[src/rtl/hazard_ctrl.sv]
// Pipeline hazard controller: load-use stall, branch flush and data-memory freeze
// with a bounded memory wait that latches into an absorbing HALT state.
module hazard_ctrl #(
    parameter int unsigned TIMEOUT = 64
) (
    input  logic        clk,
    input  logic        reset,
    input  logic        id_ex_memrd,
    input  logic [4:0]  id_ex_rd,
    input  logic [4:0]  if_id_rs,
    input  logic [4:0]  if_id_rs2,
    input  logic        if_id_uses_rs,
    input  logic        if_id_uses_rs2,
    input  logic        branch_taken,
    input  logic        dmem_req,
    input  logic        dmem_ack,
    output logic        pc_we,
    output logic        if_id_we,
    output logic        id_ex_we,
    output logic        ex_mem_we,
    output logic        if_id_flush,
    output logic        id_ex_flush,
    output logic        mem_wb_bubble,
    output logic        halted,
    output logic [1:0]  state,
    output logic [15:0] stall_cnt,
    output logic [15:0] flush_cnt
);

    typedef enum logic [1:0] {
        ST_RUN      = 2'b00,
        ST_MEM_WAIT = 2'b01,
        ST_HALT     = 2'b10
    } state_t;

    localparam logic [7:0] TIMEOUT_C = 8'(TIMEOUT);

    state_t      state_r;
    state_t      state_nxt_s;
    logic [7:0]  wait_cnt_r;
    logic [7:0]  wait_cnt_nxt_s;
    logic        halted_r;
    logic        halted_nxt_s;
    logic [15:0] stall_cnt_r;
    logic [15:0] flush_cnt_r;

    logic        rs_hit_s;
    logic        rs2_hit_s;
    logic        load_use_s;
    logic        freeze_s;
    logic        active_s;
    logic        stall_inc_s;
    logic        flush_inc_s;

    // Saturating 16-bit increment shared by both performance counters.
    function automatic logic [15:0] sat_inc(input logic [15:0] val, input logic en);
        logic [15:0] res;
        if (en && (val != 16'hFFFF)) begin
            res = val + 16'd1;
        end else begin
            res = val;
        end
        return res;
    endfunction

    // Hazard detection from the current pipeline register contents.
    always_comb begin
        rs_hit_s   = if_id_uses_rs  && (id_ex_rd == if_id_rs);
        rs2_hit_s  = if_id_uses_rs2 && (id_ex_rd == if_id_rs2);
        load_use_s = id_ex_memrd && (id_ex_rd != 5'd0) && (rs_hit_s || rs2_hit_s);
        freeze_s   = dmem_req && !dmem_ack;
        active_s   = (state_r == ST_RUN) || (state_r == ST_MEM_WAIT);
    end

    // Stage enables and bubble controls; freeze outranks branch, branch outranks load-use.
    always_comb begin
        pc_we         = 1'b0;
        if_id_we      = 1'b0;
        id_ex_we      = 1'b0;
        ex_mem_we     = 1'b0;
        if_id_flush   = 1'b0;
        id_ex_flush   = 1'b0;
        mem_wb_bubble = 1'b0;
        if (reset) begin
            pc_we = 1'b0;
        end else begin
            case (state_r)
                ST_RUN, ST_MEM_WAIT: begin
                    if (freeze_s) begin
                        mem_wb_bubble = 1'b1;
                    end else if (branch_taken) begin
                        pc_we       = 1'b1;
                        if_id_we    = 1'b1;
                        id_ex_we    = 1'b1;
                        ex_mem_we   = 1'b1;
                        if_id_flush = 1'b1;
                        id_ex_flush = 1'b1;
                    end else if (load_use_s) begin
                        id_ex_we    = 1'b1;
                        ex_mem_we   = 1'b1;
                        id_ex_flush = 1'b1;
                    end else begin
                        pc_we     = 1'b1;
                        if_id_we  = 1'b1;
                        id_ex_we  = 1'b1;
                        ex_mem_we = 1'b1;
                    end
                end
                ST_HALT: begin
                    pc_we = 1'b0;
                end
                default: begin
                    pc_we = 1'b0;
                end
            endcase
        end
    end

    // Next-state logic for the memory-wait watchdog.
    always_comb begin
        state_nxt_s    = state_r;
        wait_cnt_nxt_s = wait_cnt_r;
        halted_nxt_s   = halted_r;
        case (state_r)
            ST_RUN: begin
                if (freeze_s) begin
                    state_nxt_s    = ST_MEM_WAIT;
                    wait_cnt_nxt_s = 8'd1;
                end else begin
                    wait_cnt_nxt_s = 8'd0;
                end
            end
            ST_MEM_WAIT: begin
                // An ack always wins over an expiring timeout.
                if (dmem_ack || !dmem_req) begin
                    state_nxt_s    = ST_RUN;
                    wait_cnt_nxt_s = 8'd0;
                end else if (wait_cnt_r == TIMEOUT_C) begin
                    state_nxt_s  = ST_HALT;
                    halted_nxt_s = 1'b1;
                end else begin
                    wait_cnt_nxt_s = wait_cnt_r + 8'd1;
                end
            end
            ST_HALT: begin
                state_nxt_s = ST_HALT;
            end
            default: begin
                state_nxt_s    = ST_RUN;
                wait_cnt_nxt_s = 8'd0;
            end
        endcase
    end

    // Counter increment conditions.
    always_comb begin
        stall_inc_s = active_s && !pc_we;
        flush_inc_s = if_id_flush;
    end

    // State, watchdog and performance counter registers.
    always_ff @(posedge clk) begin
        if (reset) begin
            state_r     <= ST_RUN;
            wait_cnt_r  <= 8'd0;
            halted_r    <= 1'b0;
            stall_cnt_r <= 16'd0;
            flush_cnt_r <= 16'd0;
        end else begin
            state_r     <= state_nxt_s;
            wait_cnt_r  <= wait_cnt_nxt_s;
            halted_r    <= halted_nxt_s;
            stall_cnt_r <= sat_inc(stall_cnt_r, stall_inc_s);
            flush_cnt_r <= sat_inc(flush_cnt_r, flush_inc_s);
        end
    end

    assign state     = state_r;
    assign halted    = halted_r;
    assign stall_cnt = stall_cnt_r;
    assign flush_cnt = flush_cnt_r;

endmodule

[config.mk]
export PLATFORM = sky130hd
export DESIGN_NAME = hazard_ctrl
export DESIGN_NICKNAME = d
export VERILOG_FILES = /design/src/rtl/hazard_ctrl.sv
export SDC_FILE = /design/constraint.sdc
export NUM_CORES = 1
export LEC_CHECK = 0
export BUFFER_PORTS_ARGS = -buffer_cell sky130_fd_sc_hd__buf_2
export CAP_MARGIN = 20
export CORE_UTILIZATION = 56
export DETAILED_ROUTE_END_ITERATION = 16
export PLACE_DENSITY = 0.84
export SYNTH_ARGS = -nofsm -noshare
export SYNTH_HDL_FRONTEND = slang
export SYNTH_SLANG_ARGS = --single-unit
[constraint.sdc]
create_clock -name clk -period 5.6 [get_ports clk]
set_input_delay 0 -clock clk [delete_from_list [all_inputs] [get_ports clk]]
set_output_delay 0 -clock clk [all_outputs]
set_load 0.01 [all_outputs]
==> results of run 1 <==
final cells by class:
type,instances,area share (%)
repair buffers,64,11.98
well taps,48,2.246
multi-input cells,209,48.57
inverters,8,1.123
clock inverters,1,0.2808
flip-flops and latches,43,32.19
clock buffers,7,3.603
through the flow:
stage                     instance area [um2]  instances  setup slack (ns)
after global placement                   2570        372             3.035
final                                    2674        380             2.904
after global routing                     2674        380             2.652
after floorplan                          2266        270             3.535
after detailed placement                 2570        372             2.922
after CTS                                2674        380             2.900
flip-flops by register name, summed over array words and instances, names as in the netlist:
signal,count
halted,1
flush_cnt,16
stall_cnt,16
wait_cnt_r,8
state,2
power groups by stage:
stage               Combinational, mW  Sequential, mW  Clock, mW
CTS                            0.0537           0.314      0.223
global placement               0.0518           0.320          0
floorplan                      0.0353           0.322          0
detailed placement             0.0534           0.321          0
finish                         0.0534           0.314      0.218
global route                   0.0592           0.315      0.234
worst max-delay path, stage by stage (launching register included):
cell	delay, ns
dfxtp_1	0.42
ha_1	0.20
nand3_1	0.18
nor3_1	0.38
a2111oi_4	0.13
a21oi_2	0.80
nor3_1	0.15
mux2_4	0.33
worst paths after layout:
kind,startpoint,endpoint,slack (ns),cells past startpoint
max,stall_cnt[0]$_SDFFE_PP0P_,stall_cnt[7]$_SDFFE_PP0P_,2.90,7
min,reset,flush_cnt[1]$_SDFFE_PP0P_,0.25,2
min reg2reg,halted$_SDFFE_PP0P_,halted$_SDFFE_PP0P_,0.49,2
max reg2reg,stall_cnt[0]$_SDFFE_PP0P_,stall_cnt[7]$_SDFFE_PP0P_,2.90,7
metal layers:
| metal | wire, um | GRT usage, % | vias to the layer above |
|---|---|---|---|
| met2 | 2432 | 40.34 | 49 |
| met1 | 2213 | 30.60 | 992 |
| li1 | - | - | 1078 |
| met3 | 202 | 5.729 | 4 |
| met5 | 0 | 0 | - |
| met4 | 42 | 7.609 | 0 |
cell usage in the layout, fill, tap and decap left out, types with 8 or more instances in the layout:
cell type   n
and3_1     10
o21ai_1     9
nor2_1     32
a21oi_1    19
buf_2      64
nand2_1    17
dfxtp_1    43
nand3_1    17
inv_1       8
o21ai_0    11
xor2_1     10
or3_1      14
nand4_1     9
xnor2_1    17
logic make-up after synthesis:
kind of cell | Yosys count
buf+inv | 18
flops | 43
fa+ha+maj | 4
compound gates | 51
xor+xnor | 27
simple gates | 123
mux | 4
==> metrics.md, run 1 <==
| Metric | Value |
|---|---|
| Net Count, Synth | between 200 and 300 |
| DRT Pass-1 Iters | 4 |
| Fillers | between 300 and 400 |
| Finish-stage setup viols | 0 |
| Tot GR Track Use | roughly a quarter |
| Cell variety after synth | 45 |
| Synth area leader | dfxtp_1 |
| Max Transition Viols Final | 0 |
| Die width | between 60 and 70 um |
| Seq cells post-synth | between 40 and 50 |
| Clock sinks | 43 |
| Post-synthesis compound-gate area fraction | between 10% and 20% |
| Min-delay worst type | input pin to flop |
| Post-synthesis simple-gate area fraction | 28.55% |
| Clock Path Buffers | 2 |
| I/O Buffers | 64 |
| Crit end category | flop |
| FP Rows | 22 |
| Setup_tns | 0 ns |
| Min Hold Slack | 0.2542 ns |
| CTS Buf Count | 5 |
| Ys Warns | 0 |
| Largest cells by area after synthesis | dfxtp_1, xnor2_1, nor2_1, a21oi_1, or3_1 |
| Reg area | about 860 um2 |
| CORE AREA | 3771 um2 |
| Routability congestion estimate | 0.8737 |
| LEAKAGE | between 1 and 1.5 nW |
| GR Overflow Total | 0 |
| Endpoints failing hold | 0 |
| Rel. slew slack | a little under a third |
| Initial core utilization | 60.09% |
| Vias per inst | around 5.6 |
| Die Height | between 60 and 70 um |
| DRC | 0 |
| Status | finished, final reports clean |
| Multiplexer area fraction after synthesis | 1.988% |
| Drt total wl | roughly 4900 um |
| Critical Path Fanout Max | 29 |
| Cells after Synth | 270 |
| Power Total | 0.5856 mW |
| Post-Syn Area per Cell | 8.392 um2 |
| Vias in the first global route | about 1900 |
| Initial DRC Count | 170 |
| Fmax | between 300 and 400 MHz |
| Skew final | ~0.0077 ns |
| Measured slew at the worst slew-check pin | a little over 1 ns |
| First-pass GRT wire length | 8142 um |
| Worst-path clk slew | ~0.080 ns |
| P_int | between 0.4 and 0.5 mW |
| CP startpoint kind | flop |
| Wirelength per Cell | 12.87 um |
| Worst-Skew Late Latency | ~0.29 ns |
| Period utilization | approximately half |
| TritonCTS clock tree | done |
| Clock Tree Root | clkbuf_8 |
| Top FF cell, synth | dfxtp_1 |
| Post-synth EDFFs | 0 |
| Pwr dens | between 200 and 250 nW/um2 |
| RSZ-0062 raised after global routing | no |
| Cell with the most instances after synthesis | dfxtp_1 |
| Synth top cells by count | dfxtp_1, nor2_1, a21oi_1 |
| Antenna Nets Post-Route | 0 |
| Multi-input logic area | 1299 um2 |
| Sw Share | 24.15% |
| Required @ worst endpoint | between 5 and 6 ns |
| Worst Setup Path Type | flop to flop |
| Hold buffers post-CTS | 0 |
| Clock power frac | 37.3% |
| Synth Area in Adders | under 10% |
| Die ar. | around 4300 um2 |
| Final core utilization | a little over 70% |
| Largest family of logic cells by synthesized area | simple AND/OR/NAND/NOR gates |
| Xor and xnor area share after synthesis | a little over a tenth |
| Syn-to-layout area delta | 18.00% |
| DP HPWL | between 3000 and 4000 um |
| Setup bufs post-CTS | 0 |
| Worst vdd ir | about 0.00012 V |
| Synthesized area | 2266 um2 |
| Nets | about 360 |
| Post-CTS Resized | 0 |
| H-tree levels | 2 |
| Layout cells sized above 1 | between 20% and 30% |
| Arrival time at the worst endpoint | between 2 and 3 ns |
| Largest net degree at the start of global routing | 42 |
| Initial antenna violation count | 0 |
| Fin crit period | 2.696 ns |
| Flop pwr share | 53.6% |
| Share of the yosys chip area belonging to registers | 37.99% |
| FFs w/ async S/R, synth | 0% |
| Top cell type's share of synthesized area | a little under two fifths |
| # diodes | 0 |
| Combinational share of power | 9.1% |
| P_sw | around 0.14 mW |
| Max Cap Viol | 0 |
| Routed vias | between 2000 and 2500 |
| Num ports | 65 |
(Power assumes the default switching activity.)
==> run 2: changes to the inputs <==
--- a/config.mk
+++ b/config.mk
@@ -7,9 +7,9 @@
 export LEC_CHECK = 0
 export BUFFER_PORTS_ARGS = -buffer_cell sky130_fd_sc_hd__buf_2
 export CAP_MARGIN = 20
-export CORE_UTILIZATION = 56
+export CORE_UTILIZATION = 52
 export DETAILED_ROUTE_END_ITERATION = 16
-export PLACE_DENSITY = 0.84
+export PLACE_DENSITY = 0.79
 export SYNTH_ARGS = -nofsm -noshare
 export SYNTH_HDL_FRONTEND = slang
 export SYNTH_SLANG_ARGS = --single-unit
==> constraint.sdc (replaced) <==
create_clock -name clk -period 2.6 [get_ports clk]
set_input_delay 0 -clock clk [delete_from_list [all_inputs] [get_ports clk]]
set_output_delay 0 -clock clk [all_outputs]
set_load 0.01 [all_outputs]
==> metrics.md, run 2 (synthesized netlist as in run 1, its figures left out) <==
| Metric | Value |
|---|---|
| Status | finished, final reports clean |
| Finish-stage setup viols | 0 (unchanged) |
| P_sw | 0.3329 mW (+140%) |
| Crit path max-delay family | simple AND/OR/NAND/NOR gates |
| Min-delay worst type | input pin to flop |
| Critical Path Fanout Max | 10 (-66%) |
| Initial antenna violation count | 0 (unchanged) |
| Clock Tree Root | clkbuf_8 |
| DRT Pass-1 Iters | 4 (unchanged) |
| Power Total | 1.244 mW (+110%) |
| Worst Setup Path Type | flop to flop |
| Worst vdd ir | 0.0003971 V (+230%) |
| Required @ worst endpoint | 2.81 ns (-2.98 ns) |
| Drt total wl | 4858 um (-0.65%) |
| Routability congestion estimate | 0.7899 (-9.6%) |
| Largest net degree at the start of global routing | 34 (-19%) |
| Commonest non-fill, non-tap cell in the layout | buf_2 |
| Vias in the first global route | 1871 (+0.59%) |
| Initial core utilization | 55.45% (-4.6 points) |
| P_int | 0.9115 mW (+110%) |
| Buf+Inv Stages, Crit Path | 0 (unchanged) |
| Routed vias | 2141 (+0.85%) |
| Fin crit period | 2.234 ns (-0.4624 ns) |
| GR Overflow Total | 0 (unchanged) |
| Tot GR Track Use | 23.01% (-1.2 points) |
| Max Transition Viols Final | 0 (unchanged) |
| Worst-path clk slew | 0.09 ns (about the same) |
| First-pass GRT wire length | 7955 um (-2.3%) |
| Syn-to-layout area delta | 19.05% |
| Rel. slew slack | 59.24% (+28 points) |
| Min Hold Slack | 0.2865 ns (+0.03234 ns) |
| Initial DRC Count | 132 (-22%) |
| Antenna Nets Post-Route | 0 (unchanged) |
| Global Route met3 Usage | 7.167% (+1.4 points) |
| Setup_tns | 0 ns (unchanged) |
| Post-CTS Resized | 0 (unchanged) |
| Arrival time at the worst endpoint | 2.44 ns (-0.45 ns) |
| I/O Buffers | 64 (unchanged) |
| Flop pwr share | 54.3% (+0.7 points) |
| CTS Buf Count | 5 (unchanged) |
| Multi-input logic area | 1299 um2 (unchanged) |
| Cell repeated most along the worst path | nor3_1 |
| Pwr dens | 461.3 nW/um2 (+110%) |
| Cell total after placement | 377 (+1.3%) |
| Met2 GRT Util | 37.75% (-2.6 points) |
| Sw Share | 26.75% (+2.6 points) |
| DRC | 0 (unchanged) |
| CORE AREA | 4086 um2 (+8.4%) |
| Die width | 68.01 um (+3.7%) |
| Clock power frac | 36.0% (-1.3 points) |
| CP startpoint kind | flop |
| Post-Layout Cell Count | 386 (+1.6%) |
| Fillers | 356 (+13%) |
| Busiest layer in global routing | met2 |
| Commonest cells after routing, fill and taps aside | buf_2, dfxtp_1, nor2_1 |
| Layout cells sized above 1 | 25.30% (+0.60 points) |
| Combinational share of power | 9.6% (+0.5 points) |
| Period utilization | 85.92% (+38 points) |
| Crit path max-delay cell type | dfxtp_1 |
| H-tree levels | 2 (unchanged) |
| Clock Path Buffers | 2 (unchanged) |
| Die Height | 68.01 um (+3.7%) |
| Worst-Skew Late Latency | 0.31 ns (+0.02 ns) |
| RSZ-0062 raised after global routing | no |
| Max Cap Viol | 0 (unchanged) |
| Nets | 362 (+1.1%) |
| # diodes | 0 (unchanged) |
| DP HPWL | 3521 um (+3.2%) |
| Measured slew at the worst slew-check pin | 0.6067 ns (-0.4268 ns) |
| Wirelength per Cell | 12.59 um (-2.2%) |
| Endpoints failing hold | 0 (unchanged) |
| LEAKAGE | 1.093 nW (+0.85%) |
| Vias per inst | 5.547 (-0.72%) |
| TritonCTS clock tree | done |
| Skew final | 0.008471 ns (+0.0007488 ns) |
| Worst-path cell chain | ha_1 -> nand3_1 -> nor3_1 -> a2111oi_4 -> a21oi_2 -> nor3_1 -> mux2_4 |
| Num ports | 65 (unchanged) |
| Clock sinks | 43 (unchanged) |
| Reg area | 860.8 um2 (unchanged) |
| M1 GR Usage | 27.74% (-2.9 points) |
| Crit end category | flop |
| FP Rows | 23 (+4.5%) |
| Fmax | 447.6 MHz (+21%) |
| CP max stage delay | 0.42 ns (-0.38 ns) |
| Die ar. | 4625 um2 (+7.4%) |
==> run 2: cell count changes in the layout (fill, tap and decap cells not counted) <==
| cell | change |
|---|---|
| buf_4 | +3 |
| clkbuf_8 | -2 |
| clkinvlp_4 | +1 |
| inv_6 | +1 |
| dlygate4sd3_1 | +1 |
==> run 2: worst paths after layout <==
| kind | cells after the start | from | endpoint | slack [ns] |
|---|---|---|---|---|
| max | 7 | stall_cnt[0]$_SDFFE_PP0P_ | stall_cnt[7]$_SDFFE_PP0P_ | 0.37 |
| min | 5 | dmem_req | halted$_SDFFE_PP0P_ | 0.29 |
| max reg2reg | 7 | stall_cnt[0]$_SDFFE_PP0P_ | stall_cnt[7]$_SDFFE_PP0P_ | 0.37 |
| min reg2reg | 2 | halted$_SDFFE_PP0P_ | halted$_SDFFE_PP0P_ | 0.49 |
==> run 2: per-layer routing <==
| layer | share of wire (%) | wire length (um) |
|---|---|---|
| met5 | 0 | 0 |
| met4 | 1.5 | 74 |
| met3 | 5.1 | 249 |
| met2 | 48 | 2352 |
| met1 | 45 | 2181 |
==> run 2: power groups by stage <==
stage	clock, mW	sequential (mW)	combinational (mW)
CTS	0.456	0.676	0.121
finish	0.448	0.676	0.120
floorplan	0	0.693	0.0760
global placement	0	0.690	0.116
global route	0.482	0.677	0.132
detailed placement	0	0.691	0.119
==> run 2: final cells by class <==
| class | instances | share of cell area [%] |
|---|---|---|
| Sequential cell | 43 | 31.91 |
| Clock buffer | 5 | 2.551 |
| Clock inverter | 3 | 0.8813 |
| Inverter | 8 | 1.113 |
| Multi-Input combinational cell | 209 | 48.14 |
| Tap cell | 50 | 2.319 |
| Timing Repair Buffer | 68 | 13.08 |
==> run 2: what timing repair did <==
item | CTS | global route
buffers inserted | 0 | 0
hold endpoints to repair | 2 | 0
hold buffers | 1 | 0
==> run 2: worst reg2reg max path: cells and delay by family, from the launching register on <==
family          cells  cell delay, ns
simple gates        3            0.69
compound gates      2            0.52
flops               1            0.42
mux                 1            0.31
fa+ha+maj           1            0.19
==> run 2: stage by stage <==
stage	worst slack (ns)	utilization, %	cell area (um2)
after floorplan	0.5351	-	2266
after global placement	0.4857	63.50	2595
after detailed placement	0.3999	63.50	2595
after CTS	0.3687	66.01	2698
after global routing	0.1815	66.01	2698
final	0.3660	66.01	2698
